`src/rtl/sdram_rd_frontend_if.sv`:
```
// Request/response and sequencer-side signal bundle for the SDRAM read front end.
// slave is the front end's view; master is the view of whoever drives it (upstream plus sequencer).
interface sdram_rd_frontend_if #(
    parameter int DB_WIDTH = 16,
    parameter int DSIZE    = 4
);
    logic                      ivalid;
    logic [24:0]               iaddr;
    logic                      oready;
    logic                      iinval;
    logic                      ovalid;
    logic                      iready;
    logic [DB_WIDTH-1:0]       oword;
    logic [DB_WIDTH*DSIZE-1:0] oline;
    logic                      ohit;
    logic                      oerr;
    logic                      oreq;
    logic                      oenb;
    logic [12:0]               orow;
    logic [9:0]                ocolumn;
    logic [1:0]                obank;
    logic                      ifin;
    logic [DB_WIDTH*DSIZE-1:0] idata;

    modport slave (
        input  ivalid, iaddr, iinval, iready, ifin, idata,
        output oready, ovalid, oword, oline, ohit, oerr, oreq, oenb, orow, ocolumn, obank
    );

    modport master (
        output ivalid, iaddr, iinval, iready, ifin, idata,
        input  oready, ovalid, oword, oline, ohit, oerr, oreq, oenb, orow, ocolumn, obank
    );
endinterface

```
`src/rtl/sdram_rd_frontend.sv`:
```
// Read request front end: address split, sequencer handshake with watchdog, and a
// one-line buffer that answers repeat reads of the same burst line without an SDRAM access.
module sdram_rd_frontend #(
    parameter int DB_WIDTH = 16,
    parameter int DSIZE    = 4,
    parameter int TIMEOUT  = 255
) (
    input logic               iclk,
    input logic               ctr_reset,
    sdram_rd_frontend_if.slave bus
);
    localparam int LW     = $clog2(DSIZE);
    localparam int LINE_W = DB_WIDTH * DSIZE;
    localparam int TAG_W  = 25 - LW;
    localparam logic [7:0] TMO = 8'(TIMEOUT);

    localparam logic [1:0] S_IDLE  = 2'd0;
    localparam logic [1:0] S_ISSUE = 2'd1;
    localparam logic [1:0] S_WAIT  = 2'd2;
    localparam logic [1:0] S_RESP  = 2'd3;

    logic [1:0]        state;
    logic [7:0]        timer;
    logic [12:0]       row;
    logic [1:0]        bank;
    logic [9:0]        column;
    logic [LW-1:0]     offset;
    logic              hit_q;
    logic              err_q;
    logic              line_valid;
    logic [TAG_W-1:0]  tag;
    logic [LINE_W-1:0] line;

    logic hit;
    logic fill;
    logic timeout;
    logic [LW-1:0] widx;

    // A same-cycle invalidate wins over the tag match, so the request goes to SDRAM.
    assign hit     = line_valid && !bus.iinval && (tag == bus.iaddr[24:LW]);
    assign fill    = (state == S_WAIT) && bus.ifin;
    assign timeout = (state == S_WAIT) && !bus.ifin && (timer == TMO);

    always_ff @(posedge iclk or posedge ctr_reset) begin
        if (ctr_reset) begin
            state  <= S_IDLE;
            timer  <= '0;
            row    <= '0;
            bank   <= '0;
            column <= '0;
            offset <= '0;
            hit_q  <= 1'b0;
            err_q  <= 1'b0;
        end else begin
            case (state)
                S_IDLE: begin
                    if (bus.ivalid) begin
                        row    <= bus.iaddr[24:12];
                        bank   <= bus.iaddr[11:10];
                        column <= {bus.iaddr[9:LW], {LW{1'b0}}};
                        offset <= bus.iaddr[LW-1:0];
                        hit_q  <= hit;
                        err_q  <= 1'b0;
                        state  <= hit ? S_RESP : S_ISSUE;
                    end
                end
                S_ISSUE: begin
                    timer <= '0;
                    state <= S_WAIT;
                end
                S_WAIT: begin
                    timer <= timer + 8'd1;
                    if (bus.ifin) begin
                        state <= S_RESP;
                    end else if (timer == TMO) begin
                        err_q <= 1'b1;
                        state <= S_RESP;
                    end
                end
                S_RESP: begin
                    if (bus.iready) state <= S_IDLE;
                end
                default: state <= S_IDLE;
            endcase
        end
    end

    // The captured line is kept even if invalidated: the in-flight response still reads it.
    always_ff @(posedge iclk or posedge ctr_reset) begin
        if (ctr_reset) begin
            line_valid <= 1'b0;
            tag        <= '0;
            line       <= '0;
        end else begin
            if (fill) begin
                line <= bus.idata;
                tag  <= {row, bank, column[9:LW]};
            end
            if (bus.iinval || timeout) line_valid <= 1'b0;
            else if (fill)             line_valid <= 1'b1;
        end
    end

    // First word sits in the MSBs, so word index DSIZE-1-offset is the bitwise inverse.
    assign widx = ~offset;

    assign bus.oready  = (state == S_IDLE);
    assign bus.ovalid  = (state == S_RESP);
    assign bus.oreq    = (state == S_ISSUE);
    assign bus.oenb    = (state == S_ISSUE) || (state == S_WAIT);
    assign bus.oword   = line[int'(widx)*DB_WIDTH +: DB_WIDTH];
    assign bus.oline   = line;
    assign bus.ohit    = hit_q;
    assign bus.oerr    = err_q;
    assign bus.orow    = row;
    assign bus.obank   = bank;
    assign bus.ocolumn = column;
endmodule

```
`src/flat_wrapper.sv`:
```
// flat-port wrapper written by rule: the top's interface ports become plain ports
module sdram_rd_frontend_flat 
#(
    parameter int DB_WIDTH = 16,
    parameter int DSIZE    = 4,
    parameter int TIMEOUT  = 255
)
  (iclk, ctr_reset, bus_ivalid, bus_iaddr, bus_iinval, bus_iready, bus_ifin, bus_idata, bus_oready, bus_ovalid, bus_oword, bus_oline, bus_ohit, bus_oerr, bus_oreq, bus_oenb, bus_orow, bus_ocolumn, bus_obank);
  sdram_rd_frontend_if #(.DB_WIDTH(DB_WIDTH), .DSIZE(DSIZE)) bus_i ();
  input logic iclk;
  input logic ctr_reset;
  input wire logic [$bits(bus_i.ivalid)-1:0] bus_ivalid;
  input wire logic [$bits(bus_i.iaddr)-1:0] bus_iaddr;
  input wire logic [$bits(bus_i.iinval)-1:0] bus_iinval;
  input wire logic [$bits(bus_i.iready)-1:0] bus_iready;
  input wire logic [$bits(bus_i.ifin)-1:0] bus_ifin;
  input wire logic [$bits(bus_i.idata)-1:0] bus_idata;
  output wire logic [$bits(bus_i.oready)-1:0] bus_oready;
  output wire logic [$bits(bus_i.ovalid)-1:0] bus_ovalid;
  output wire logic [$bits(bus_i.oword)-1:0] bus_oword;
  output wire logic [$bits(bus_i.oline)-1:0] bus_oline;
  output wire logic [$bits(bus_i.ohit)-1:0] bus_ohit;
  output wire logic [$bits(bus_i.oerr)-1:0] bus_oerr;
  output wire logic [$bits(bus_i.oreq)-1:0] bus_oreq;
  output wire logic [$bits(bus_i.oenb)-1:0] bus_oenb;
  output wire logic [$bits(bus_i.orow)-1:0] bus_orow;
  output wire logic [$bits(bus_i.ocolumn)-1:0] bus_ocolumn;
  output wire logic [$bits(bus_i.obank)-1:0] bus_obank;
  assign bus_i.ivalid = bus_ivalid;
  assign bus_i.iaddr = bus_iaddr;
  assign bus_i.iinval = bus_iinval;
  assign bus_i.iready = bus_iready;
  assign bus_i.ifin = bus_ifin;
  assign bus_i.idata = bus_idata;
  assign bus_oready = bus_i.oready;
  assign bus_ovalid = bus_i.ovalid;
  assign bus_oword = bus_i.oword;
  assign bus_oline = bus_i.oline;
  assign bus_ohit = bus_i.ohit;
  assign bus_oerr = bus_i.oerr;
  assign bus_oreq = bus_i.oreq;
  assign bus_oenb = bus_i.oenb;
  assign bus_orow = bus_i.orow;
  assign bus_ocolumn = bus_i.ocolumn;
  assign bus_obank = bus_i.obank;
  sdram_rd_frontend #(.DB_WIDTH(DB_WIDTH), .DSIZE(DSIZE), .TIMEOUT(TIMEOUT)) u_core (.iclk(iclk), .ctr_reset(ctr_reset), .bus(bus_i));
endmodule
```
`config.mk`:
```
export PLATFORM = sky130hd
export DESIGN_NAME = sdram_rd_frontend_flat
export DESIGN_NICKNAME = d
export VERILOG_FILES = /design/src/rtl/sdram_rd_frontend_if.sv /design/src/rtl/sdram_rd_frontend.sv /design/src/flat_wrapper.sv
export SDC_FILE = /design/constraint.sdc
export NUM_CORES = 1
export LEC_CHECK = 0
export ABC_AREA = 1
export CAP_MARGIN = 0
export CELL_PAD_IN_SITES_DETAIL_PLACEMENT = 1
export CELL_PAD_IN_SITES_GLOBAL_PLACEMENT = 2
export CORE_ASPECT_RATIO = 0.8
export CORE_MARGIN = 3
export CORE_UTILIZATION = 27
export DETAILED_ROUTE_END_ITERATION = 10
export GPL_TIMING_DRIVEN = 0
export PLACE_DENSITY_LB_ADDON = 0.1
export SYNTH_ARGS = -nofsm -noshare
export SYNTH_HDL_FRONTEND = slang
export SYNTH_SLANG_ARGS = --single-unit
```
`constraint.sdc`:
```
create_clock -name iclk -period 10.18 [get_ports iclk]
set_input_delay 1.527 -clock iclk [delete_from_list [all_inputs] [get_ports iclk]]
set_output_delay 1.527 -clock iclk [all_outputs]
set_load 0.01 [all_outputs]
```
==> flow_summary_export.csv <==
group,metric,value,unit
cts,clockRootBuffer,"clkbuf_16",
worst_setup_path,worst-setup-path-type,"register to primary output",
cts,cts_tree,"done",
cells_and_area,antennaDiodeCount,0,
sta,rsz0062_at_grt,"false",
cts,cts_buffers,17,
die,initial_core_util,0.278,
cts,cts_max_level,4,
pwr,p_leak,0.00425,uW
pwr,p_per_area,325,nW/um2
grt,overflow,0,
route,final_antenna_net_count,0,
route,highest_layer,"met5",
sta,hold_viol_final,0,
cts,cts_max_path_buffers,2,
grt,grtUsageTotal,0.189,
grt,first_global_vias,5782,
die,rows,47,
worst_setup_path,worst_ep_arrival_time,2.34,ns
grt,grt_start_max_net_pins,78,
logic_synthesis,synth.top_cell.area_share,0.537,
worst_setup_path,cp.required,8.65,ns
die,io_pins,206,
route,wl_met2,9070,um
cts,cts_sinks,125,
cts,hold_buffers,0,
worst_setup_path,critPathMaxFanout,10,
worst_setup_path,cpPeakStageDelay,0.57,ns
pwr,p_int,1730,uW
sta,period_minus_slack,3.87,ns
worst_setup_path,endpoint_kind,"primary output",
pwr,swShare,0.396,
sta,relSlewSlack,0.642,
logic_synthesis,synth_edf_count,0,
worst_setup_path,crit_path_start_kind,"register",
route,viasPerCell,4.45,
placement,io_buffers,203,
sta,period_share,0.380,
flow_run,maxCapViolCount,0,
pwr,p_seq_frac,0.322,
placement,dp_hpwl,16800,um
pwr,power,2860,uW
route,wl_met3,1120,um
die,fp.dieW,170,um
cts,cts_resized,0,
logic_synthesis,yosys.area.top_type,"dfrtp_1",
cts,clk_latency,0.42,ns
logic_synthesis,synthFlopType,"dfrtp_1",
pwr,ir_worst_vdd,0.000144,V
cells_and_area,fin_nets,1070,
worst_setup_path,crit_path_top_delay_cell,"clkdlybuf4s50_1",
logic_synthesis,yosys-top-cells-area,"dfrtp_1 (54%), nand2_1 (21%), o21ai_0 (6.5%)",
pwr,switchingPower,1130,uW
sta,clock.fmax,258,MHz
cells_and_area,n_fill_cell,2534,
placement,dp_cells,1219,
route,wl,22000,um
worst_hold_path,min_path_type,"register to register",
die,die_y,137,um
sta,finalMaxSlewViolations,0,
pwr,combPwrFrac,0.466,
grt,antenna_found_initial,2,
logic_synthesis,synth_cells,745,
pwr,pwr-share-clk,0.212,
logic_synthesis,synth_area,5820,um2
logic_synthesis,ys_ff_latch,125,
sta,worst_pin_slew,0.538,ns
route,drt_iter0_drc,402,
grt,grt_pass1_wl,33600,um
sta,tns,0,ns
die,core_area,20900,um2
cts,clk_pin_slew,0.06,ns
cts,post_cts_buffers,0,
cells_and_area,utilization,0.421,
cells_and_area,layout.cells.non_filler,1251,
placement,place_congestion,0.785,
route,wl_per_cell,17.6,um
logic_synthesis,yosysSeqAreaShare,0.537,
logic_synthesis,synthDistinctLibCells,28,
logic_synthesis,yosysWarnings,0,
cells_and_area,fin_area,8800,um2
outcome,outcome,"complete, no violations",
route,first_pass_iters,4,
sta,finClkSkew,0.00904,ns
cells_and_area,area_growth,51.3,%
route,wl_met1,11600,um
logic_synthesis,syn_area_per_cell,7.81,um2
sta,setup_viol,0,
placement,dpl_cell_area,8230,um2
logic_synthesis,synth-async-reset-ratio,1.00,
route,vias,5572,
cells_and_area,final_layout_size_suffix_gt1_frac,0.0754,
die,dieArea,23400,um2
route,drc,0,
worst_setup_path,crit_chain,"inv_2 -> clkbuf_1 -> nor2_1 -> o22ai_1 -> clkdlybuf4s50_1",
## registers in the layout (all words and copies together), names as in the netlist
signal and cells:
u_core.bus.obank 2, u_core.offset 2, u_core.timer 8, u_core.bus.ocolumn 8, u_core.tag 23, u_core.bus.oerr 1, u_core.bus.ohit 1, u_core.line_valid 1
u_core.bus.orow 13, u_core.bus.oline 64, u_core.state 2
## placed cells by master, fill, tap and decap left out, types with 7 or more instances in the layout
cell type	netlist	routed
nor2_1	63	63
o21ai_0	76	76
nand2_1	327	327
buf_4	8	8
clkbuf_1	7	10
inv_1	58	57
o22ai_1	16	16
clkdlybuf4s50_1	0	203
a21oi_1	7	7
clkbuf_16	0	17
dfrtp_1	125	125
buf_2	17	17
o21ai_1	7	7
## final timing paths
| path | start | end | cells past startpoint | slack [ns] |
|---|---|---|---|---|
| hold reg to reg | u_core.bus.orow[7] | u_core.bus.orow[7] | 2 | 0.51 |
| min in group asynchronous | ctr_reset | u_core.bus.oline[3] | 2 | 1.55 |
| hold / removal | u_core.bus.orow[7] | u_core.bus.orow[7] | 2 | 0.51 |
| setup / recovery | u_core.offset[0] | bus_oword[14] | 5 | 6.31 |
| setup reg to reg | u_core.state[0] | u_core.bus.orow[9] | 6 | 8.34 |
| max in group asynchronous | ctr_reset | u_core.timer[5] | 3 | 7.85 |
## routing by layer
metal  GRT usage  up-vias
li1            -     2756
met1       0.292     2663
met2       0.265      131
met3      0.0468       18
met4      0.0401        4
met5           0        -
## cell type report
| type | count | area, um2 | area share |
|---|---|---|---|
| Clock buffer | 22 | 464 | 0.0527 |
| Buffer | 35 | 205 | 0.0233 |
| Inverter | 62 | 245 | 0.0279 |
| Timing Repair Buffer | 204 | 2060 | 0.234 |
| Multi-Input combinational cell | 524 | 2250 | 0.256 |
| Sequential cell | 125 | 3130 | 0.355 |
| Tap cell | 269 | 337 | 0.0382 |
| Clock inverter | 10 | 115 | 0.0131 |
## Yosys cell counts (2+ instances only)
cell type / n
inv_1: 58
nand2_1: 327
nor2_1: 63
a21oi_1: 7
ha_1: 6
buf_4: 8
nand2_2: 3
o21ai_0: 76
nor3_1: 2
dfrtp_1: 125
nand3_1: 4
o22ai_1: 16
buf_6: 3
nor2_2: 2
buf_2: 17
clkbuf_1: 7
o21ai_1: 7
inv_2: 2
nand3_2: 3
## kinds of logic (layout without fill, tap and decap cells)
kind of cell    after synthesis  count (layout)  synth area share
compound gates              109             109            0.0989
xor+xnor                      1               1           0.00151
fa+ha+maj                     6               6            0.0129
buf+inv                      97             333            0.0765
flops                       125             125             0.537
other cells                   1               2          0.000644
simple gates                406             406             0.272
## power by group through the flow
stage,Clock [uW],Combinational (uW),Sequential (uW)
after floorplan,0,563,930
after global placement,0,1340,924
after detailed placement,0,1350,927
after CTS,624,1360,922
after global routing,646,1480,954
final,607,1330,923
## worst max-delay path, delay by kind of cell, from the launching register on
family	cells	cell delay, ns
buffers and inverters	3	1.09
and+or+nand+nor	1	0.20
DFF	1	0.43
AOI/OAI and AO/OA	1	0.21
## through the flow
step                      hold WS, ns  setup WS, ns
after floorplan                 0.468          5.33
after global placement          0.487          2.94
after detailed placement        0.494          6.73
after CTS                       0.512          6.29
after global routing            0.535          6.16
final                           0.511          6.31
No activity file was read; power rests on OpenSTA's default activity.
